File: src/rtl/disp_data_formatter.sv
// disp_data_formatter: binary count to BCD and 7-segment patterns,
// plus the refresh clock that steps the display driver's digit scan.
//
// Ports:
//   clk          system clock, all registers on its rising edge
//   rst          synchronous active-low reset
//   load         1-cycle strobe capturing valor/estado_num/actividad_in
//   valor        binary count 0-99 (larger values clamp to 99)
//   estado_num   state number, shown as hex digit
//   actividad_in 1 shows 'A', 0 shows 'U'
//   Unidades     cathode pattern, units digit
//   Decenas      cathode pattern, tens digit
//   Estado       cathode pattern, state digit
//   Actividad    cathode pattern, activity letter
//   busy         high while a conversion is in flight
//   clk_disp     refresh clock, clk/(2*DIV)
module disp_data_formatter #(
  parameter int DIV      = 50000,
  parameter bit BLANK_LZ = 1'b1
) (
  input  logic       clk,
  input  logic       rst,
  input  logic       load,
  input  logic [6:0] valor,
  input  logic [3:0] estado_num,
  input  logic       actividad_in,
  output logic [6:0] Unidades,
  output logic [6:0] Decenas,
  output logic [6:0] Estado,
  output logic [6:0] Actividad,
  output logic       busy,
  output logic       clk_disp
);

  localparam int DW = (DIV > 1) ? $clog2(DIV) : 1;
  localparam logic [DW-1:0] DMAX = DW'(DIV - 1);

  localparam logic [6:0] BLANK = 7'h7F;
  localparam logic [6:0] SEG_U = 7'b1000001;

  typedef enum logic [1:0] {
    IDLE,
    CONV,
    UPD
  } state_t;

  state_t      state;
  logic [6:0]  bin;
  logic [7:0]  bcd;
  logic [2:0]  cnt;
  logic [3:0]  est;
  logic        act;
  logic [DW-1:0] div_cnt;

  logic [6:0]  vclamp;
  logic [7:0]  bcd_adj;
  logic [14:0] sh;

  function automatic logic [6:0] seg(input logic [3:0] d);
    logic [6:0] p;
    case (d)
      4'h0: p = 7'b1000000;
      4'h1: p = 7'b1111001;
      4'h2: p = 7'b0100100;
      4'h3: p = 7'b0110000;
      4'h4: p = 7'b0011001;
      4'h5: p = 7'b0010010;
      4'h6: p = 7'b0000010;
      4'h7: p = 7'b1111000;
      4'h8: p = 7'b0000000;
      4'h9: p = 7'b0010000;
      4'hA: p = 7'b0001000;
      4'hB: p = 7'b0000011;
      4'hC: p = 7'b1000110;
      4'hD: p = 7'b0100001;
      4'hE: p = 7'b0000110;
      default: p = 7'b0001110;
    endcase
    return p;
  endfunction

  function automatic logic [3:0] add3(input logic [3:0] n);
    return (n >= 4'd5) ? n + 4'd3 : n;
  endfunction

  always_comb begin
    vclamp  = (valor > 7'd99) ? 7'd99 : valor;
    bcd_adj = {add3(bcd[7:4]), add3(bcd[3:0])};
    // top bit of the 15-bit shift falls off; tens never exceeds 9
    sh      = {bcd_adj, bin} << 1;
  end

  always_ff @(posedge clk) begin
    if (!rst) begin
      state     <= IDLE;
      bin       <= '0;
      bcd       <= '0;
      cnt       <= '0;
      est       <= '0;
      act       <= 1'b0;
      busy      <= 1'b0;
      Unidades  <= BLANK;
      Decenas   <= BLANK;
      Estado    <= BLANK;
      Actividad <= BLANK;
    end else begin
      unique case (state)
        IDLE: begin
          if (load) begin
            bin   <= vclamp;
            bcd   <= '0;
            cnt   <= '0;
            est   <= estado_num;
            act   <= actividad_in;
            busy  <= 1'b1;
            state <= CONV;
          end
        end
        CONV: begin
          bcd <= sh[14:7];
          bin <= sh[6:0];
          cnt <= cnt + 3'd1;
          if (cnt == 3'd6)
            state <= UPD;
        end
        UPD: begin
          Unidades  <= seg(bcd[3:0]);
          Decenas   <= (BLANK_LZ && bcd[7:4] == 4'd0)
                       ? BLANK : seg(bcd[7:4]);
          Estado    <= seg(est);
          Actividad <= act ? seg(4'hA) : SEG_U;
          busy      <= 1'b0;
          state     <= IDLE;
        end
        default: state <= IDLE;
      endcase
    end
  end

  // free-running refresh divider, independent of the converter
  always_ff @(posedge clk) begin
    if (!rst) begin
      div_cnt  <= '0;
      clk_disp <= 1'b0;
    end else if (div_cnt == DMAX) begin
      div_cnt  <= '0;
      clk_disp <= ~clk_disp;
    end else begin
      div_cnt  <= div_cnt + 1'b1;
    end
  end

endmodule

File: config.mk
export PLATFORM = sky130hd
export DESIGN_NAME = disp_data_formatter
export DESIGN_NICKNAME = d
export VERILOG_FILES = /design/src/rtl/disp_data_formatter.sv
export SDC_FILE = /design/constraint.sdc
export NUM_CORES = 1
export LEC_CHECK = 0
export CORE_UTILIZATION = 60
export DETAILED_ROUTE_END_ITERATION = 7
export PLACE_DENSITY = 0.86
export SETUP_SLACK_MARGIN = 0.4
export SLEW_MARGIN = 25
export SYNTH_ARGS = -nofsm -noshare
export SYNTH_HDL_FRONTEND = slang
export SYNTH_SLANG_ARGS = --single-unit
File: constraint.sdc
create_clock -name clk -period 4.4 [get_ports clk]
set_input_delay 0.88 -clock clk [delete_from_list [all_inputs] [get_ports clk]]
set_output_delay 0.88 -clock clk [all_outputs]
set_load 0.01 [all_outputs]
## Yosys cells after proc, flatten, opt, wreduce, memory -nomap -nowiden

Memories as Yosys holds them, arrays and structs flattened. A register that Yosys moved wholly into a read port is not among the register bits.
Index checks and enable logic that the tools add are counted.
Widths: inputs -> output; s select.

- Bits in registers: 57
- Bits in read-only memories: 336
- Bits of input ports: 15
- Word-level logic and storage cells: 58
- Memories kept: 3

- $add $sub $neg: 4
- Magnitude comparators: 3
- Equality and inequality tests: 6
- Muxes and demuxes: 18
- Bitwise operators: 2
- Reduce and logical (&&, ||, !) cells: 11

Memory list:

| memory | depth | width | read ports | clocked after memory_dff | wr ports | RTL line | source |
|---|---|---|---|---|---|---|---|
| (no name shown) | 16 | 7 | 1 | 1 | 0 | 61 | `case (d)` |
| (no name shown) | 16 | 7 | 1 | 1 | 0 | 61 |  |
| (no name shown) | 16 | 7 | 1 | 1 | 0 | 61 |  |

Operators with widths:

| operator | count |
|---|---|
| $mux 7 | 4 |
| $add 16x1->16 const B | 1 |
| $eq 16x16->1 const B | 1 |
| $pmux 8 s2 | 1 |
| $pmux 7 s2 | 1 |
| $mux 4 | 3 |
| $ge 4x3->1 const B | 2 |
| $mux 8 | 1 |
| $reduce_and 2->1 | 4 |
| $gt 7x7->1 const B | 1 |
| $mux 3 | 2 |
| $pmux 3 s2 | 1 |
| $add 4x2->4 const B | 1 |
| $logic_not 4->1 | 1 |
| $mux 2 | 2 |
| $ne 2x2->1 const B | 2 |
| $pmux 2 s2 | 1 |
| $reduce_bool 2->1 | 2 |
| $add 3x1->3 const B | 1 |
| $add 3x2->3 const B | 1 |
| $eq 3x3->1 const B | 1 |
| $eq 2x1->1 const B | 1 |
| $eq 2x2->1 const B | 1 |
| $logic_not 1->1 | 2 |
| 5 further kinds | 6 |

## Longest topological paths before layout

Gate-level depths: netlist of run 1.

- Depth in word-level cells: 5
- Gate-level depth with buffers: 10
- Depth with buffers taken out: 10

## Least setup slack after synthesis of run 1

No wires, ideal clock.

- Kind: input port to flip-flop
- From: in load
- To: reg (tool-made name)
- Setup time: 92 ps
- Arrival: 2242 ps
- Setup slack: 2066 ps
- Stages: 9
- Buffers on the path: 1
- Cell sequence: o21bai_1 and2_1 buf_6 nand2_1 o21ai_1 inv_2 ha_1 mux2_2 o32ai_1

RTL lines:

| element | RTL line | source |
|---|---|---|
| start, declared | 23 | `input logic load,` |

==> flow_summary_export.csv, run 1 <==
group,metric,value,unit
route,vias,2901,
die,fp.dieW,79.4,um
critical_path,end_kind,"register",
yosys,syn_avg_cell_area,9.02,um^2
yosys,ys_warn_count,0,
sta,finalClockSkew,4.95,ps
clock_network,clk_path_buf_depth,2,
min_path,hold_path.class,"register to register",
route,ant_nets,0,
global_route,grt_pass1_vias,2702,
clock_network,clk_pin_slew,70,ps
critical_path,cp.arrival,3340,ps
global_route,grt_overflow,0,
power,power.density,309,nW/um^2
yosys,synth_area_leader_cell,"dfxtp_1",
yosys,synthTopCellsByArea,"dfxtp_1, ha_1, nor2_1",
sta,tns,0,ps
place,place_congestion,0.846,
yosys,synth_cell_types,54,
sta,fin_crit_sh,0.698,
sta,setup_viol,0,
critical_path,cp_top_family,"buffers and inverters",
clock_network,cts_root_buf,"clkbuf_8",
yosys,ys_ff_latch,74,
yosys,synth_most_common_cell,"dfxtp_1",
critical_path,critPathSlowestCell,"clkdlybuf4s50_1",
clock_network,clock-sinks,74,
cells_and_area,layout.area.seq,1480,um^2
yosys,syn_nets,437,
clock_network,cts_resized,0,
die,dieHeight,79.4,um
critical_path,crit_chain,"clkdlybuf4s50_1 -> and2_1 -> nand2_1 -> o21ai_1 -> inv_2 -> ha_1 -> mux2_2 -> o32ai_1",
clock_network,clock_latency,350,ps
sta,slew_headroom,0.507,
critical_path,cp.required,4660,ps
critical_path,cp_num_buf_inv,2,
clock_network,cts_tree,"done",
critical_path,r2r-start,"state[0]$_SDFFE_PN0P_",
sta,fmax,325,MHz
global_route,grt_pass1_wl,12.2,mm
route,vias_per_cell,5.68,
outcome,status,"finished, final reports clean",
sta,slew_viol_final,0,
cells_and_area,drive_gt1_frac,0.0661,
route,first_pass_iters,5,
global_route,grt_use_total,0.250,
die,coreArea,5640,um^2
yosys,async_flop_share,0,
die,io_pins,45,
critical_path,startpoint_type,"primary input",
yosys,synth-seq-area-share,0.413,
place,portBuffers,44,
die,row_count,27,
critical_path,crit_start,"rst",
global_route,grt_max_degree,28,
sta,tightest_slew,738,ps
yosys,synth_top_area_frac,0.413,
critical_path,slowest_delay,810,ps
yosys,synthCells,398,
die,start_util,0.636,
critical_path,critPathMaxFanout,15,
critical_path,crit_cells,8,
global_route,antenna_found_initial,0,
route,drc,0,
sta,final-hold-violation-count,0,
cells_and_area,fin_nets,473,
cells_and_area,diodes,0,
place,hpwl,4.94,mm
run,drv_cap,0,
power,p_leak,0.00174,uW
yosys,yosys-top-cells-count,"dfxtp_1, nor2_1, nand2_1",
route,wire_per_inst,13.8,um
yosys,synth.cell_area,3590,um^2
yosys,synth_edf_count,0,
critical_path,r2r_cells,7,
cells_and_area,area_growth_syn_to_layout,17.0,%
power,ir_drop,0.241,mV
cells_and_area,multi_input_area,1920,um^2
clock_network,postCtsSetupRepairBufs,0,
clock_network,cts_buffers,9,
route,wirelength,7.03,mm
sta,period_minus_slack,3070,ps
critical_path,crit_type,"primary input to register",
critical_path,r2r_setup_slack,1750,ps
sta,holdWs,444,ps
route,drt_iter0_markers,177,
clock_network,cts-htree-levels,3,
cells_and_area,num-fill-cells,417,
clock_network,cts_hold_buf,0,
yosys,ys.flop_type,"dfxtp_1",
sta,rsz0062_at_grt,"false",
die,die_area,6300,um^2
==> worst min path at each step <==
stage / from / endpoint / slack (ps) / cells past startpoint
2_1_floorplan: register / Decenas[0]$_SDFFE_PN1P_ / 410 / 1
3_3_place_gp: register / Decenas[4]$_SDFFE_PN1P_ / 420 / 1
6_report: register / Decenas[3]$_SDFFE_PN1P_ / 440 / 1
3_5_place_dp: register / Decenas[2]$_SDFFE_PN1P_ / 430 / 1
4_1_cts: register / Decenas[3]$_SDFFE_PN1P_ / 450 / 1
5_1_grt: register / Decenas[4]$_SDFFE_PN1P_ / 460 / 1
==> power breakdown <==
group          total, uW  switching (uW)  internal [uW]
clock network        494             233            261
logic                100            51.7           48.4
registers            701            17.3            684
==> registers in the layout, summed over array words and instances, names as in the netlist, 3 cells and up, named ones only <==
register   cells
div_cnt       16
bcd            8
Decenas        7
Estado         7
Unidades       7
bin            7
est            4
Actividad      3
cnt            3
==> per-stage QoR <==
step                      utilization  power [uW]  instance area, um^2  std cells  setup slack (ps)
after floorplan                     -         784                 3590        398              2070
after global placement          0.713         811                 4020        495              1100
after detailed placement        0.713         815                 4020        495              1010
after CTS                       0.745        1310                 4200        511              1330
after global routing            0.745        1350                 4200        511              1140
final                           0.745        1300                 4200        511              1330
==> layer usage <==
metal,up-vias,track usage,part of all wire
li1,1457,-,-
met1,1370,0.291,0.46
met2,60,0.417,0.48
met3,14,0.0736,0.038
met4,0,0.120,0.021
met5,-,0,0
==> cells by family after synthesis <==
group	count (synthesis)	share of synthesized area
and+or+nand+nor	142	0.185
AOI/OAI and AO/OA	82	0.163
DFF	74	0.413
buffers and inverters	40	0.0533
adders and majority gates	24	0.0837
muxes	19	0.0613
xor gates and xnor gates	17	0.0415
==> cell usage in the layout (no fill, tap or decap), types with 2 or more instances in the layout <==
| cell | instances |
|---|---|
| mux2_2 | 4 |
| a21boi_0 | 2 |
| a222oi_1 | 3 |
| nor3b_1 | 3 |
| nor2_1 | 45 |
| o211ai_1 | 5 |
| nand2b_1 | 5 |
| a32oi_1 | 3 |
| inv_1 | 16 |
| clkbuf_1 | 4 |
| a22oi_1 | 2 |
| or3_1 | 2 |
| o22a_1 | 7 |
| o21ai_1 | 2 |
| a22o_1 | 3 |
| nand2_1 | 40 |
| clkbuf_8 | 9 |
| mux2i_1 | 13 |
| clkinv_2 | 2 |
| and2_1 | 4 |
| ha_1 | 24 |
| mux4_2 | 2 |
| clkdlybuf4s50_1 | 44 |
| a221oi_1 | 2 |
| dfxtp_1 | 74 |
| nand3_1 | 17 |
| buf_4 | 3 |
| a21oi_1 | 13 |
| nor2b_1 | 13 |
| a211oi_1 | 10 |
| xnor2_1 | 7 |
| nor3_1 | 4 |
| nand4_1 | 3 |
| xor2_1 | 10 |
| o21ai_0 | 19 |
==> layout make-up <==
class,instances,area share
timing repair buffer,47,0.110
sequential,74,0.353
clock inverter,3,0.00953
inverter,18,0.0167
multi-input combinational,284,0.456
tap,72,0.0214
clock buffer,13,0.0331
Note: power is estimated with default switching activity, not from simulation.
==> inputs of run 2 (changes only) <==
--- a/config.mk
+++ b/config.mk
@@ -5,9 +5,9 @@
 export SDC_FILE = /design/constraint.sdc
 export NUM_CORES = 1
 export LEC_CHECK = 0
-export CORE_UTILIZATION = 60
+export CORE_UTILIZATION = 55
 export DETAILED_ROUTE_END_ITERATION = 7
-export PLACE_DENSITY = 0.86
+export PLACE_DENSITY = 0.8
 export SETUP_SLACK_MARGIN = 0.4
 export SLEW_MARGIN = 25
 export SYNTH_ARGS = -nofsm -noshare
==> constraint.sdc (replaced) <==
create_clock -name clk -period 3.2 [get_ports clk]
set_input_delay 0.64 -clock clk [delete_from_list [all_inputs] [get_ports clk]]
set_output_delay 0.64 -clock clk [all_outputs]
set_load 0.01 [all_outputs]
==> run 2 against run 1 <==
- die area up 8.9%
- final cell count is 1.4% higher
- global-route usage decreased by 3.5 points
- utilization down 6.7 points
- critical path depth is 2 higher
- highest routed layer unchanged
==> flow_summary_export.csv, run 2 (synthesized netlist as in run 1, its figures left out) <==
group,metric,value,unit
critical_path,cp.required,3460,ps
cells_and_area,layout.area.seq,1480,um^2
sta,finalClockSkew,9.19,ps
cells_and_area,drive_gt1_frac,0.0748,
run,drv_cap,0,
critical_path,cp.arrival,2840,ps
cells_and_area,diodes,0,
global_route,grt_overflow,0,
clock_network,cts_tree,"done",
cells_and_area,num-fill-cells,532,
sta,rsz0062_at_grt,"false",
clock_network,cts_hold_buf,0,
clock_network,postCtsSetupRepairBufs,0,
die,coreArea,6310,um^2
place,place_congestion,0.841,
power,ir_drop,0.287,mV
place,hpwl,4.87,mm
place,portBuffers,44,
outcome,status,"finished, final reports clean",
clock_network,clock-sinks,74,
power,power.total,1960,uW
die,dieHeight,82.8,um
sta,slew_viol_final,0,
critical_path,startpoint_type,"register",
clock_network,clk_pin_slew,80,ps
route,vias_per_cell,5.46,
clock_network,cts_buffers,9,
cells_and_area,largest_reg_flops,16,
cells_and_area,top_register,"div_cnt",
route,wire_per_inst,13.3,um
global_route,grt_use_total,0.215,
critical_path,critPathMaxFanout,9,
route,wirelength,6.88,mm
global_route,grt_pass1_wl,11.1,mm
sta,period_minus_slack,2580,ps
route,vias,2830,
clock_network,clk_path_buf_depth,2,
sta,tns,0,ps
power,p_leak,0.00177,uW
global_route,antenna_found_initial,0,
die,io_pins,45,
sta,setup_ws,620,ps
sta,final-hold-violation-count,0,
cells_and_area,fin_nets,475,
cells_and_area,final_cell_mix,"dfxtp_1, nor2_1, clkdlybuf4s50_1",
die,die_area,6850,um^2
route,drc,0,
cells_and_area,reg_top3,"div_cnt: 16 flops, bcd: 8 flops",
cells_and_area,layout_commonest_cell,"dfxtp_1",
route,first_pass_iters,4,
cells_and_area,area_growth_syn_to_layout,19.1,%
critical_path,crit_type,"register to register",
route,drt_iter0_markers,154,
min_path,hold_path.class,"register to register",
cells_and_area,multi_input_area,1920,um^2
clock_network,cts_root_buf,"clkbuf_8",
die,start_util,0.569,
sta,slew_headroom,0.502,
sta,fin_crit_sh,0.806,
clock_network,cts_resized,0,
die,fp.dieW,82.8,um
die,row_count,29,
sta,fmax,388,MHz
global_route,grt_pass1_vias,2496,
clock_network,cts-htree-levels,3,
power,power.density,458,nW/um^2
route,ant_nets,0,
sta,setup_viol,0,
critical_path,end_kind,"register",
sta,tightest_slew,744,ps
clock_network,clock_latency,350,ps
global_route,grt_max_degree,40,
place,place_ws,505,ps
## run 2: cell count changes in the layout (fill, tap and decap cells not counted), sizes merged
cell / change
buf: +2
bufinv: +2
clkbuf: -2
clkinv: -1
clkinvlp: +1
## run 2: per-layer routing
layer | vias to the layer above | share of wire | GRT usage | routed length [um]
met5 | - | 0 | 0 | 0
met3 | 14 | 0.038 | 0.0492 | 262
met1 | 1302 | 0.47 | 0.273 | 3260
li1 | 1456 | - | - | -
met4 | 0 | 0.020 | 0.0948 | 138
met2 | 58 | 0.47 | 0.346 | 3220
## run 2: path summary, 6_finish.rpt
check | from | to | slack [ps] | cells past startpoint
worst max-delay path | bcd[0]$_SDFFE_PN0N_ | register | 620 | 10
worst min-delay path | register | Decenas[0]$_SDFFE_PN1P_ | 440 | 1
worst max register to register | bcd[0]$_SDFFE_PN0N_ | register | 620 | 10
worst min register to register | register | Decenas[0]$_SDFFE_PN1P_ | 440 | 1
## run 2: cell type report
type / instances / share of cell area
clock buffers: 11 / 0.0307
clock inverters: 5 / 0.0240
inverters: 18 / 0.0164
multi-input cells: 284 / 0.448
flip-flops and latches: 74 / 0.346
well taps: 77 / 0.0225
repair buffers: 49 / 0.112
## run 2: critical path: stages (launching register included)
cell      delay, ps
dfxtp_1         500
inv_1           160
ha_1            260
nand2b_1        120
nor3b_1         190
a21oi_1          90
o21ai_1         370
inv_2           120
ha_1            300
mux2_2          260
o32ai_1         110
## run 2: power breakdown
part           total, uW  internal (uW)  switching [uW]
logic                139           69.1            70.3
clock network        856            517             339
registers            964            940            23.7
## run 2: stage by stage
step | util | hold WS (ps) | std cells | area [um^2]
2_1_floorplan | - | 413 | 398 | 3590
3_3_place_gp | 0.640 | 421 | 502 | 4040
3_5_place_dp | 0.640 | 433 | 502 | 4040
4_1_cts | 0.677 | 444 | 518 | 4280
5_1_grt | 0.677 | 463 | 518 | 4280
6_report | 0.677 | 439 | 518 | 4280
==> inputs of run 3 (changes only) <==
--- a/config.mk
+++ b/config.mk
@@ -5,9 +5,9 @@
 export SDC_FILE = /design/constraint.sdc
 export NUM_CORES = 1
 export LEC_CHECK = 0
-export CORE_UTILIZATION = 55
+export CORE_UTILIZATION = 50
 export DETAILED_ROUTE_END_ITERATION = 7
-export PLACE_DENSITY = 0.8
+export PLACE_DENSITY = 0.77
 export SETUP_SLACK_MARGIN = 0.4
 export SLEW_MARGIN = 25
 export SYNTH_ARGS = -nofsm -noshare
==> constraint.sdc (replaced) <==
create_clock -name clk -period 2.3 [get_ports clk]
set_input_delay 0.46 -clock clk [delete_from_list [all_inputs] [get_ports clk]]
set_output_delay 0.46 -clock clk [all_outputs]
set_load 0.01 [all_outputs]
==> run 3 against run 2 <==
- first-iteration DRC count is 32% lower
- non-clock buffer count up 34
- sequential power up 39%
- highest routed layer unchanged
- clock power increased by 23%
- critical path type unchanged
- clock skew is 4.9 ps higher
- fmax grew 28%
- global-route usage is 1.2 points higher
- flip-flop and latch count is the same
- worst hold slack worse by 12 ps
==> flow_summary_export.csv, run 3 (synthesized netlist as in run 1, its figures left out) <==
group,metric,value,unit
outcome,status,"finished, final reports clean",
critical_path,crit_chain,"inv_4 -> ha_4 -> nand2b_4 -> nor3b_4 -> a21oi_2 -> o21ai_2 -> inv_2 -> buf_6 -> ha_4 -> a211oi_2 -> a211oi_2",
sta,final-hold-violation-count,0,
global_route,grt_use_total,0.227,
sta,fin_crit_sh,0.874,
critical_path,end_kind,"register",
route,drt_iter0_markers,104,
cells_and_area,top_register,"div_cnt",
place,hpwl,5.32,mm
global_route,antenna_found_initial,0,
sta,setup_viol,0,
route,drc,0,
route,wire_per_inst,14.4,um
die,dieHeight,86.7,um
clock_network,cts_root_buf,"clkbuf_8",
power,power.density,551,nW/um^2
global_route,grt_pass1_vias,2940,
critical_path,cp_top_family,"compound AO/OA/AOI/OAI gates",
cells_and_area,largest_reg_flops,16,
critical_path,cp.arrival,2250,ps
critical_path,startpoint_type,"register",
global_route,grt_overflow,0,
cells_and_area,diodes,0,
min_path,hold_path.class,"register to register",
place,dp.cells,531,
cells_and_area,layout_commonest_cell,"dfxtp_1",
clock_network,cts_hold_buf,0,
sta,finalClockSkew,14.1,ps
clock_network,cts_buffers,9,
global_route,grt_pass1_wl,13.3,mm
route,wirelength,8.21,mm
place,place_ws,-99.7,ps
die,coreArea,6870,um^2
run,drv_cap,0,
route,vias,3004,
cells_and_area,area_growth_syn_to_layout,32.7,%
die,io_pins,45,
global_route,grt_max_degree,38,
clock_network,clk_pin_slew,90,ps
critical_path,critPathSlowestCell,"dfxtp_4",
sta,fmax,497,MHz
clock_network,cts-htree-levels,3,
cells_and_area,drive_gt1_frac,0.223,
clock_network,clock_latency,350,ps
sta,tightest_slew,494,ps
cells_and_area,reg_top3,"div_cnt: 16 flops, bcd: 8 flops",
sta,slew_viol_final,0,
power,ir_drop,0.279,mV
sta,slew_headroom,0.670,
sta,setup_ws,289,ps
critical_path,critPathMaxFanout,5,
cells_and_area,final_cells,571,
critical_path,cp_num_buf_inv,3,
place,portBuffers,44,
die,row_count,30,
clock_network,clock-sinks,74,
critical_path,cp.required,2540,ps
critical_path,slowest_delay,370,ps
die,die_area,7520,um^2
sta,rsz0062_at_grt,"true",
die,start_util,0.523,
cells_and_area,fin_nets,509,
route,first_pass_iters,4,
route,ant_nets,0,
clock_network,cts_tree,"done",
route,vias_per_cell,5.26,
cells_and_area,final_cell_mix,"dfxtp_1, nor2_1, clkdlybuf4s50_1",
sta,period_minus_slack,2010,ps
die,fp.dieW,86.7,um
power,p_leak,0.00198,uW
critical_path,crit_type,"register to register",
place,place_congestion,0.854,
clock_network,clk_path_buf_depth,2,
-- run 3: changes by cell type in the layout (fill, tap and decap cells not counted), sizes merged --
| cell | delta |
|---|---|
| clkinvlp | -1 |
| inv | +3 |
| clkbuf | -1 |
| buf | +34 |
| clkinv | +1 |
| bufinv | -2 |
-- run 3: area by class of cell --
cell class	instances	area [um^2]
multi-input combinational	284	2130
fill	537	2110
sequential	74	1490
timing repair buffer	83	741
clock buffer	10	138
tap	96	120
inverter	18	75.1
clock inverter	6	70.1
-- run 3: report_power, final --
part / internal, uW / switching, uW
combinational: 119 / 110
clock: 543 / 509
sequential: 1310 / 34.7
total: 1970 / 654
-- run 3: per-stage QoR --
step / utilization / TNS, ps / hold WS [ps] / total power [uW] / cell area (um^2)
after floorplan: - / 0 / 413 / 1500 / 3650
after global placement: 0.613 / 0 / 418 / 1570 / 4210
after detailed placement: 0.613 / -306 / 422 / 1580 / 4210
after CTS: 0.678 / 0 / 429 / 2620 / 4660
after global routing: 0.693 / 0 / 459 / 2710 / 4760
final: 0.693 / 0 / 428 / 2620 / 4760
-- run 3: final timing paths --
path / from / slack [ps] / depth (start not counted) / end
setup reg to reg: bcd[1]$_SDFFE_PN0N_ / 290 / 11 / register
setup / recovery: bcd[1]$_SDFFE_PN0N_ / 290 / 11 / register
hold / removal: register / 430 / 1 / Decenas[2]$_SDFFE_PN1P_
hold reg to reg: register / 430 / 1 / Decenas[2]$_SDFFE_PN1P_
-- run 3: timing repair --
item | 4_1_cts | 5_1_grt
gates resized for setup | 26 | 10
endpoints found under the setup margin | 7 | 22
pin swaps | 10 | 12
buffers inserted | 15 | 9
-- run 3: worst reg2reg max path: stages (launching register included) --
cell and delay [ps]:
dfxtp_4 370, inv_4 80, ha_4 140, nand2b_4 120, nor3b_4 180, a21oi_2 70, o21ai_2 250, inv_2 100
buf_6 140, ha_4 170, a211oi_2 250, a211oi_2 60
-- run 3: per-layer routing --
layer / wire (um) / vias up / global-route usage
met5: 0 / - / 0
met3: 183 / 4 / 0.0448
met2: 4310 / 39 / 0.406
met1: 3650 / 1436 / 0.269
li1: - / 1525 / -
met4: 59 / 0 / 0.0788
